`src/rtl/spoc_pkg.sv`:
```
// Shared types and default constants for the sLiSCP-light permutation sequencer.
package spoc_pkg;

    typedef enum logic [2:0] {
        ST_IDLE,
        ST_LOAD,
        ST_ROUND,
        ST_STEP_END,
        ST_DONE
    } perm_state_t;

    localparam int unsigned SPOC_NUM_STEPS       = 18;
    localparam int unsigned SPOC_ROUNDS_PER_STEP = 8;

endpackage

```
`src/rtl/spoc_perm_sequencer_wrap_counter.sv`:
```
// Modulo-MODULUS up-counter with synchronous clear; wrap flags the terminal count.
module wrap_counter
    import spoc_pkg::*;
#(
    parameter int unsigned  MODULUS = 8,
    localparam int unsigned W       = (MODULUS > 1) ? $clog2(MODULUS) : 1
) (
    input  logic         clk,
    input  logic         rst,
    input  logic         clr,
    input  logic         en,
    output logic [W-1:0] count,
    output logic         wrap
);

    localparam logic [W-1:0] LAST = W'(MODULUS - 1);

    logic [W-1:0] count_q;
    logic [W-1:0] count_d;

    // Wrap is decided against the parameter, never by width overflow.
    assign wrap = (count_q == LAST);

    always_comb begin
        count_d = count_q;
        if (clr) begin
            count_d = '0;
        end else if (en) begin
            count_d = wrap ? '0 : count_q + W'(1);
        end
    end

    always_ff @(posedge clk or posedge rst) begin
        if (rst) begin
            count_q <= '0;
        end else begin
            count_q <= count_d;
        end
    end

    assign count = count_q;

endmodule

```
`src/rtl/spoc_perm_sequencer.sv`:
```
// Round/step sequencer for the sLiSCP-light permutation datapath.
// Define SPOC_PERM_ABORT_EN to add the abort input.
module spoc_perm_sequencer
    import spoc_pkg::*;
#(
    parameter int unsigned  NUM_STEPS       = SPOC_NUM_STEPS,
    parameter int unsigned  ROUNDS_PER_STEP = SPOC_ROUNDS_PER_STEP,
    localparam int unsigned STEP_W          = $clog2(NUM_STEPS),
    localparam int unsigned ROUND_W         = $clog2(ROUNDS_PER_STEP)
) (
    input  logic               clk,
    input  logic               rst,
    input  logic               start,
`ifdef SPOC_PERM_ABORT_EN
    input  logic               abort,
`endif
    output logic               load,
    output logic               en_round,
    output logic               en_step,
    output logic [ROUND_W-1:0] round_idx,
    output logic [STEP_W-1:0]  step_idx,
    output logic               busy,
    output logic               perm_done
);

    perm_state_t state_q;
    perm_state_t state_d;

    logic load_q;
    logic en_round_q;
    logic en_step_q;
    logic busy_q;
    logic done_q;

    logic abort_hit;
    logic cnt_clr;
    logic round_wrap;
    logic step_wrap;

`ifdef SPOC_PERM_ABORT_EN
    assign abort_hit = abort && (state_q != ST_IDLE);
`else
    assign abort_hit = 1'b0;
`endif

    always_comb begin
        state_d = state_q;
        unique case (state_q)
            ST_IDLE:     if (start) state_d = ST_LOAD;
            ST_LOAD:     state_d = ST_ROUND;
            ST_ROUND:    if (round_wrap) state_d = ST_STEP_END;
            ST_STEP_END: state_d = step_wrap ? ST_DONE : ST_ROUND;
            ST_DONE:     state_d = start ? ST_LOAD : ST_IDLE;
            default:     state_d = ST_IDLE;
        endcase
        if (abort_hit) begin
            state_d = ST_IDLE;
        end
    end

    // Clearing on entry to LOAD makes the indices read zero during the LOAD cycle itself.
    assign cnt_clr = (state_d == ST_LOAD) || abort_hit;

    wrap_counter #(
        .MODULUS(ROUNDS_PER_STEP)
    ) u_round_cnt (
        .clk  (clk),
        .rst  (rst),
        .clr  (cnt_clr),
        .en   (state_q == ST_ROUND),
        .count(round_idx),
        .wrap (round_wrap)
    );

    wrap_counter #(
        .MODULUS(NUM_STEPS)
    ) u_step_cnt (
        .clk  (clk),
        .rst  (rst),
        .clr  (cnt_clr),
        .en   ((state_q == ST_STEP_END) && !step_wrap),
        .count(step_idx),
        .wrap (step_wrap)
    );

    always_ff @(posedge clk or posedge rst) begin
        if (rst) begin
            state_q    <= ST_IDLE;
            load_q     <= 1'b0;
            en_round_q <= 1'b0;
            en_step_q  <= 1'b0;
            busy_q     <= 1'b0;
            done_q     <= 1'b0;
        end else begin
            state_q    <= state_d;
            load_q     <= (state_d == ST_LOAD);
            en_round_q <= (state_d == ST_ROUND);
            en_step_q  <= (state_d == ST_STEP_END);
            busy_q     <= (state_d == ST_LOAD) || (state_d == ST_ROUND) ||
                          (state_d == ST_STEP_END);
            done_q     <= (state_d == ST_DONE);
        end
    end

    assign load      = load_q;
    assign en_round  = en_round_q;
    assign en_step   = en_step_q;
    assign busy      = busy_q;
    assign perm_done = done_q;

endmodule
```
`config.mk`:
```
export PLATFORM = sky130hd
export DESIGN_NAME = spoc_perm_sequencer
export DESIGN_NICKNAME = d
export VERILOG_FILES = /design/src/rtl/spoc_pkg.sv /design/src/rtl/spoc_perm_sequencer_wrap_counter.sv /design/src/rtl/spoc_perm_sequencer.sv
export SDC_FILE = /design/constraint.sdc
export NUM_CORES = 1
export LEC_CHECK = 0
export CORE_MARGIN = 2
export CORE_UTILIZATION = 45
export CTS_CLUSTER_DIAMETER = 80
export DETAILED_ROUTE_END_ITERATION = 16
export PLACE_DENSITY = 0.79
export REMOVE_ABC_BUFFERS = 1
export SETUP_SLACK_MARGIN = 0.02
export SLEW_MARGIN = 10
export SYNTH_ARGS = -nofsm -noshare
export SYNTH_HDL_FRONTEND = slang
export SYNTH_SLANG_ARGS = --single-unit
```
`constraint.sdc`:
```
create_clock -name clk -period 1.6 [get_ports clk]
set_input_delay 0.48 -clock clk [delete_from_list [all_inputs] [get_ports clk]]
set_output_delay 0.48 -clock clk [all_outputs]
set_load 0.005 [all_outputs]
```
After elaboration in Yosys (flattened, before gate mapping)
Index checks and enable logic that the tools add are counted.
Operators by class
  add/subtract/negate cells: 2
  equality and inequality tests: 10
  muxes and demuxes: 11
  reduce and logical (&&, ||, !) cells: 7
Operators by type and width (number)
  3-bit 2-to-1 mux: 6
  5-bit 2-to-1 mux: 3
  3-bit one-hot mux with 5 select lines: 1
  3-bit by 2-bit == test with 1-bit output (second input constant): 4
  3-bit == test (second input constant): 3
  3-bit by 1-bit == test with 1-bit output (second input constant): 2
  5-bit by 1-bit adder with 5-bit output (second input constant): 1
  5-bit == test (second input constant): 1
  2-bit nonzero test: 2
  3-bit by 1-bit adder with 3-bit output (second input constant): 1
  3-bit zero test: 1
  1-bit logical OR: 2
  1-bit logical AND: 1
  1-bit zero test: 1
  1-bit 2-to-1 mux: 1
Storage, ports and cells
  bits in registers: 16
  logic and storage cells: 38

Logic depth before layout (Yosys ltp)
  depth in word-level cells: 6
  depth in mapped cells: 5
  depth with buffers taken out: 5

Hierarchy
Synthesis repeated with hierarchy kept, for this count alone.
Unflattened totals
  cell total of the unflattened synthesis: 75
  area total of the unflattened synthesis: 802.0 um^2
Modules (own cells, without submodules)
  spoc_perm_sequencer: instances 1, cells an instance 30, area each 359.1 um^2, seq. area each 200.2 um^2
  wrap_counter (u_step_cnt): instances 1, cells an instance 32, area each 287.8 um^2, seq. area each 125.1 um^2
  wrap_counter (u_round_cnt): instances 1, cells an instance 13, area each 155.1 um^2, seq. area each 75.1 um^2

Worst setup path after synthesis
No wires, ideal clock.
  path type: reg2reg
  start: register u_round_cnt.count_q[0], in the netlist u_round_cnt.count[0]
  end: register u_round_cnt.count_q[2], in the netlist u_round_cnt.count[2]
  library setup time: 0.121 ns
  data arrival time: 1.186 ns
  required time: 1.479 ns
  slack: 0.294 ns
  stages on the path, launching flop included: 5
  clock period less this slack: 1.306 ns
  path through: dfrtp_1 -> ha_1 -> ha_1 -> a22o_1 -> a22o_1
Between the ends
  cells in the longest elaborated chain, start to end: 5
  elaborated cells between the ends (all ways): 9
  those cells by class: add/sub: 1; eq/ne: 2; mux: 5; reduce/logical: 1
Ends and longest elaborated chain
  from (decl): line spoc_perm_sequencer_wrap_counter.sv:18  | logic [W-1:0] count_q;
  from (signal assigned): line spoc_perm_sequencer_wrap_counter.sv:37  | count_q <= count_d;
  3-bit == test: line spoc_perm_sequencer_wrap_counter.sv:22  | assign wrap = (count_q == LAST);
  3-bit 2-to-1 mux: line spoc_perm_sequencer.sv:51  | ST_ROUND: if (round_wrap) state_d = ST_STEP_END;
  3-bit one-hot mux with 5 select lines: line spoc_perm_sequencer.sv:48  | unique case (state_q)
  3-bit by 1-bit == test with 1-bit output: line spoc_perm_sequencer.sv:62  | assign cnt_clr = (state_d == ST_LOAD) || abort_hit;
  3-bit 2-to-1 mux / 2-bit nonzero test (equally long branches)
Several ways; a longest one is shown, not always the timed one. The select of a mux whose other input is x is not followed.
A chain may end at the register's enable or synchronous reset.

Final worst setup path
  start: input start
  end: register u_step_cnt.count_q[3], in the netlist u_step_cnt.count[3]
Between the ends
  cells in the longest elaborated chain, start to end: 4
  elaborated cells between the ends (all ways): 6
  those cells by class: eq/ne: 1; mux: 4; reduce/logical: 1
Ends and longest elaborated chain
  from (decl): line spoc_perm_sequencer.sv:13  | input logic start,
  1-bit 2-to-1 mux / 3-bit 2-to-1 mux (equally long branches): line spoc_perm_sequencer.sv:53, spoc_perm_sequencer.sv:49
  3-bit one-hot mux with 5 select lines *: line spoc_perm_sequencer.sv:48
  3-bit by 1-bit == test with 1-bit output *: line spoc_perm_sequencer.sv:62
  5-bit 2-to-1 mux / 2-bit nonzero test (equally long branches)
  to (signal assigned): line spoc_perm_sequencer_wrap_counter.sv:37
  to (decl): line spoc_perm_sequencer_wrap_counter.sv:18
Every way passes the cells marked *; elsewhere a longest branch is shown, timed or not.

==> run metrics <==
status finished, final reports clean; GPL Wtd Cong 0.749; design area ~0.001 mm²; Core Region between 0.0015 and 0.002 mm²; Critical-path top delay cell or3b_1; Global Route Usage Sum 0.159; Routed WL around 1.4 mm; CP required 1.77 ns; DR DRC count 0; CP Class input port to flop; DR vias 576; final hold vios 0; nets 98; Worst Setup Start Kind input port; Final Worst Setup Slack approximately 0.1 ns; CP Data Arrival Time 1.67 ns; Post-Syn Instances 63; Period minus WS final approximately 1.5 ns; Worst-Margin Slew 0.331 ns; CP delay by family, top simple AND/OR/NAND/NOR gates; Max-Cap Viols 0; router iterations before antenna repair 4; Die Footprint 0.00208 mm²; worst min path class input port to asynchronous set/reset pin; synthesized area 777 µm²; synth-to-layout area growth 31.4%; leakage power 0.488 nW; Final setup viols 0; Initial DRC Count 5; diodes inserted 0; Setup Skew approximately 0.0022 ns; TritonCTS clock tree built; crit-path cells clkdlybuf4s50_1 > or3b_1 > o211ai_2 > o31ai_1; Worst path max stage delay 0.51 ns; crit path max fanout 7; CTS H-tree lvls 1; crit path buf inv count 1; global-route wire length before repair 2.28 mm; Seq/Total Area, Yosys 0.515; Reg clk slew, reported paths 0.09 ns; RSZ-0062 raised after global routing no; Routed wire per std cell approximately 14 µm; clk buf depth 2; antenna violations before repair 0; Detailed Place HPWL 973 µm; Synth cell types 27; fraction of layout cells with a size suffix above 1 0.244; Synth async-reset ratio 1.00; hold buffer count at CTS 0; fin. max-slew vios 0; slew margin rel. 0.779; Crit. End Element flop; WHS 0.498 ns; port bufs 15; die span in y 45.6 µm; VDD IR max 0.590 mV; num rows 15; Post-synth top flop dfrtp_1; PD cells approximately 670 mW/mm²; Initial Util 0.465; #FFs+latches synth 16; dpl cell area about 950 µm²; pre-CTS setup slack -0.198 ns; Max Freq 667 MHz; Die X 45.6 µm; CTS Sinks 16; largest net degree at the start of global routing 17; Avg Cell Area, Syn 12.3 µm²; Boundary Pins 16; Final Cycle Share 0.938; vias in the first global route about 520; total gr overflow 0; synth warn 0; routed vias/inst 5.38; DRT antenna net count 0; CTS Buf Count 3; CTS Root Cell clkbuf_4; Worst-Skew Late Latency 0.28 ns; Post-synth EDFFs 0
[sequential cells by signal, indices dropped and copies added (netlist names)]
register / cells
busy: 1
en_round: 1
en_step: 1
load: 1
perm_done: 1
state_q: 3
u_round_cnt.count: 3
u_step_cnt.count: 5
[what timing repair did]
item	in CTS	in global routing
resized for setup	13	0
buffers inserted	7	0
endpoints found under the setup margin	13	0
[tightest hold or removal path, cell delays in order]
cell             delay [ns]
clkdlybuf4s50_1        0.39
inv_1                  0.05
buf_4                  0.23
[through the flow]
step / std cells / util / TNS [ns] / power (mW)
2_1_floorplan: 60 / - / 0 / 0.418
3_3_place_gp: 96 / 0.568 / -1.01 / 0.429
3_5_place_dp: 96 / 0.568 / -1.12 / 0.430
4_1_cts: 107 / 0.611 / 0 / 0.697
5_1_grt: 107 / 0.611 / 0 / 0.710
6_report: 107 / 0.611 / 0 / 0.686
[area by class of cell]
cell class | count | area [µm²]
multi-input combinational | 41 | 335
clock buffer | 4 | 36.3
inverter | 3 | 11.3
tap | 17 | 21.3
fill | 142 | 649
sequential | 16 | 400
timing repair buffer | 26 | 216
[layer usage]
metal,wire (µm),GRT usage,up-vias
met5,0,0,-
met4,27,0.106,0
met3,36,0.0238,2
met2,722,0.262,15
met1,659,0.189,281
li1,-,-,278
[final timing paths]
| check | endpoint | slack (ns) | cells past startpoint | start |
|---|---|---|---|---|
| worst max-delay path | u_step_cnt.count[3]$_DFFE_PP0P_ | 0.1 | 4 | start |
| worst min-delay path | perm_done$_DFF_PP0_ | 0.50 | 3 | rst |
| worst max register to register | u_round_cnt.count[2]$_DFFE_PP0P_ | 0.15 | 5 | u_round_cnt.count[0]$_DFFE_PP0P_ |
| worst min register to register | u_step_cnt.count[4]$_DFFE_PP0P_ | 0.58 | 2 | u_step_cnt.count[4]$_DFFE_PP0P_ |
| max in group asynchronous | u_round_cnt.count[1]$_DFFE_PP0P_ | 0.92 | 3 | rst |
| min in group clk | u_step_cnt.count[4]$_DFFE_PP0P_ | 0.58 | 2 | u_step_cnt.count[4]$_DFFE_PP0P_ |
[logic make-up (layout without fill, tap and decap cells)]
group                    after synthesis  in the layout  share of synthesized area
multiplexers                           2              2                     0.0258
adder cells (fa/ha/maj)                4              4                     0.0644
AND/OR/NAND/NOR                       21             21                      0.187
XOR/XNOR                               1              1                     0.0113
flip-flops                            16             16                      0.515
buffers and inverters                  6             33                     0.0531
AO/OA/AOI/OAI                         13             13                      0.143
[placed cells by master, fill, tap and decap left out, types with 3 or more instances in the layout]
cell	Yosys	final
nor2_1	4	4
dlygate4sd2_1	0	13
buf_4	1	11
clkbuf_4	0	3
ha_1	4	4
inv_1	3	3
a22o_1	4	4
dfrtp_1	16	16
nand2_1	3	3
o31ai_1	3	3
[cells in the mapped netlist, types with 2 or more instances]
| cell type | instances | area, µm² |
|---|---|---|
| nand3b_1 | 2 | 15.0 |
| ha_1 | 4 | 50.1 |
| o31ai_1 | 3 | 22.5 |
| a22o_1 | 4 | 35.0 |
| dfrtp_1 | 16 | 400 |
| o211ai_2 | 2 | 25.0 |
| o21bai_1 | 2 | 15.0 |
| inv_1 | 3 | 11.3 |
| nand2_1 | 3 | 11.3 |
| nor2b_1 | 2 | 12.5 |
| buf_6 | 2 | 22.5 |
| nor2_1 | 4 | 15.0 |
| mux2i_1 | 2 | 20.0 |
[report_power, final]
part           internal [mW]  switching, mW  leakage (nW)
Sequential             0.404              0         0.194
Combinational        0.00779        0.00961         0.273
Clock                  0.138          0.126        0.0210
Power figures use the tool's default switching activity.
==> RTL edit: new RTL, same settings <==
Re-encode `perm_state_t` (5 states) as one-hot, 5 bits wide.
--- a/src/rtl/spoc_pkg.sv
+++ b/src/rtl/spoc_pkg.sv
@@ -1,12 +1,12 @@
 // Shared types and default constants for the sLiSCP-light permutation sequencer.
 package spoc_pkg;
 
-    typedef enum logic [2:0] {
-        ST_IDLE,
-        ST_LOAD,
-        ST_ROUND,
-        ST_STEP_END,
-        ST_DONE
+    typedef enum logic [4:0] {
+        ST_IDLE     = 5'b00001,
+        ST_LOAD     = 5'b00010,
+        ST_ROUND    = 5'b00100,
+        ST_STEP_END = 5'b01000,
+        ST_DONE     = 5'b10000
     } perm_state_t;
 
     localparam int unsigned SPOC_NUM_STEPS       = 18;
Formal check against the unedited RTL: same outputs for any inputs over 10 cycles, from zero or initial values and one cycle with rst high; not proved beyond that.
==> RTL edit against the unedited design <==
- hold slack lost 0.0090 ns
- sequential cell count up 2
- die area is 15% higher
- design area is 29% higher
- worst setup slack worse by 0.057 ns
- synthesized cell count is 24% higher
- routed wire length grew 24%
- critical path depth unchanged
- global-route usage fell by 0.33 points
- sequential share of layout area is 4.9 points lower
- synthesized area is 16% higher
- largest cell class is now multi-input combinational cells
Power is not compared: it rests on default switching activity, and its combinational part moved more than twofold at a synthesized area within 25%.
==> RTL edit: results (changes against the unedited design) <==
Detailed routing
  • Iteration-0 DRC Markers: 6 (+1)
  • Routed wl met2: 856 microns (+19%)
  • Max layer used: met4
  • Vias/cell: 4.87 (-9.6%)
  • Wire length per cell: 12.6 microns (-7.1%)
  • Met3 WL post-DR: 47 microns (+31%)
  • Met1 wire length: 876 microns (+33%)

Clocking
  • Worst-skew pair later-pin latency: 0.29 ns
  • PostCTS Resize Cnt: 14 (+1)
  • Clk pin slew, worst setup/hold paths: 0.10 ns
  • Root buffer cell: clkbuf_4
  • Postcts setup bufs: 9 (+2)
  • Clock Path Buffers: 2 (unchanged)
  • # H-tree levels: 1 (unchanged)
  • CTS buffer count: 3 (unchanged)

GRT
  • GR Layer Usage met2: 26.9% (+0.74 points)
  • Largest net degree at the start of global routing: 19 (+2)
  • Initial antenna violation count: 0 (unchanged)
  • First-pass GRT wire length: 2930 microns (+29%)
  • M1 GR Usage: 19.8% (+0.93 points)
  • Total track usage: 15.6% (-0.33 points)
  • Met3 GRT Util: 1.84% (-0.54 points)
  • Vias in the first global route: 733 (+40%)

Timing
  • Worst hold slack: 0.489 ns (-0.00896 ns)
  • Final Cycle Share: 97.3% (+3.6 points)
  • Hold Vio Cnt, Final: 0 (unchanged)
  • Layout Skew: 0.00397 ns (+0.00181 ns)
  • Worst-Margin Slew: 0.246 ns (-0.0851 ns)

Placement
  • Post-DP Area: 1160 sq um (+22%)
  • Placed insts: 127 (+32%)
  • Place WS: -0.263 ns (-0.0648 ns)
  • Post-DP HPWL: 1170 microns (+20%)
  • GP Congestion: 0.819 (+9.4%)

Power and ir drop
  • Max VDD drop: 0.871 mV

Final layout
  • Layout cells sized above 1: 37.1% (+13 points)
  • Non-Filler Instances: 143 (+34%)
  • Number of diodes: 0 (unchanged)
  • Nets: 124 (+27%)

Worst setup path
  • CP max-delay cell: or4b_4
  • Worst flop-to-flop path endpoint: u_step_cnt.count[1]$_DFFE_PP0P_
  • Cell depth of the worst flop-to-flop path: 4 (-1)
  • Crit-path max cell delay: 0.60 ns (+0.09 ns)
  • Worst-path maximum fanout: 5 (-2)
  • CP arrival: 1.74 ns (+0.07 ns)
  • R2R Setup Slk: 0.04 ns (-0.11 ns)
  • Reg-to-Reg Start: state_q[0]$_DFF_PP1_
  • Critical setup path kind: register to register

Logic synthesis
  • Warnings from Yosys: 0 (unchanged)
  • Ranking of synthesized cells by area: dfrtp_1 47%, nor2_1 5.8%, ha_1 5.5%
  • Top_reg_cell synth: dfrtp_1
  • Register area share after synthesis: 49.9% (-1.6 points)
  • Commonest cells in the netlist: 17 x dfrtp_1, 14 x nor2_1, 4 x and2_1, 4 x ha_1, 4 x xnor2_1
  • Synth cell types: 31 (+15%)
  • Mapped Cells: 78 (+24%)

Min path
  • Hold Path Class: primary input to asynchronous set/reset pin

Outcome
  • Status: finished clean
RTL edit: cell count changes after synthesis, sizes merged, moves of 2 or more:
cell,unedited run,this run
nor2,4,16
o211ai,2,0
o31ai,3,0
a22o,4,0
nor4b,0,2
o21a,0,2
and2,1,4
nand2,3,1
nand3b,2,0
nor3,1,4
xnor2,1,4
RTL edit: layout make-up:
class                   count  area, sq um
multi-input cells          56          478
well taps                  27         33.8
clock buffers               4         36.3
flip-flops and latches     18          452
repair buffers             36          309
fillers                   159          606
inverters                   2         7.51
RTL edit: cells by family after synthesis:
logic type                 after synthesis  share of synthesized area [%]
muxes                                    3                           3.32
DFF                                     18                           49.9
xor gates and xnor gates                 4                           3.87
and+or+nand+nor                         38                           29.3
adders and majority gates                4                           5.53
AOI/OAI and AO/OA                        7                           6.08
buffers and inverters                    4                           1.94
RTL edit: report_power, final:
| group | internal [mW] | switching [mW] |
|---|---|---|
| registers | 0.531 | 0.0479 |
| clock network | 0.139 | 0.139 |
| logic | 0.268 | 0.262 |
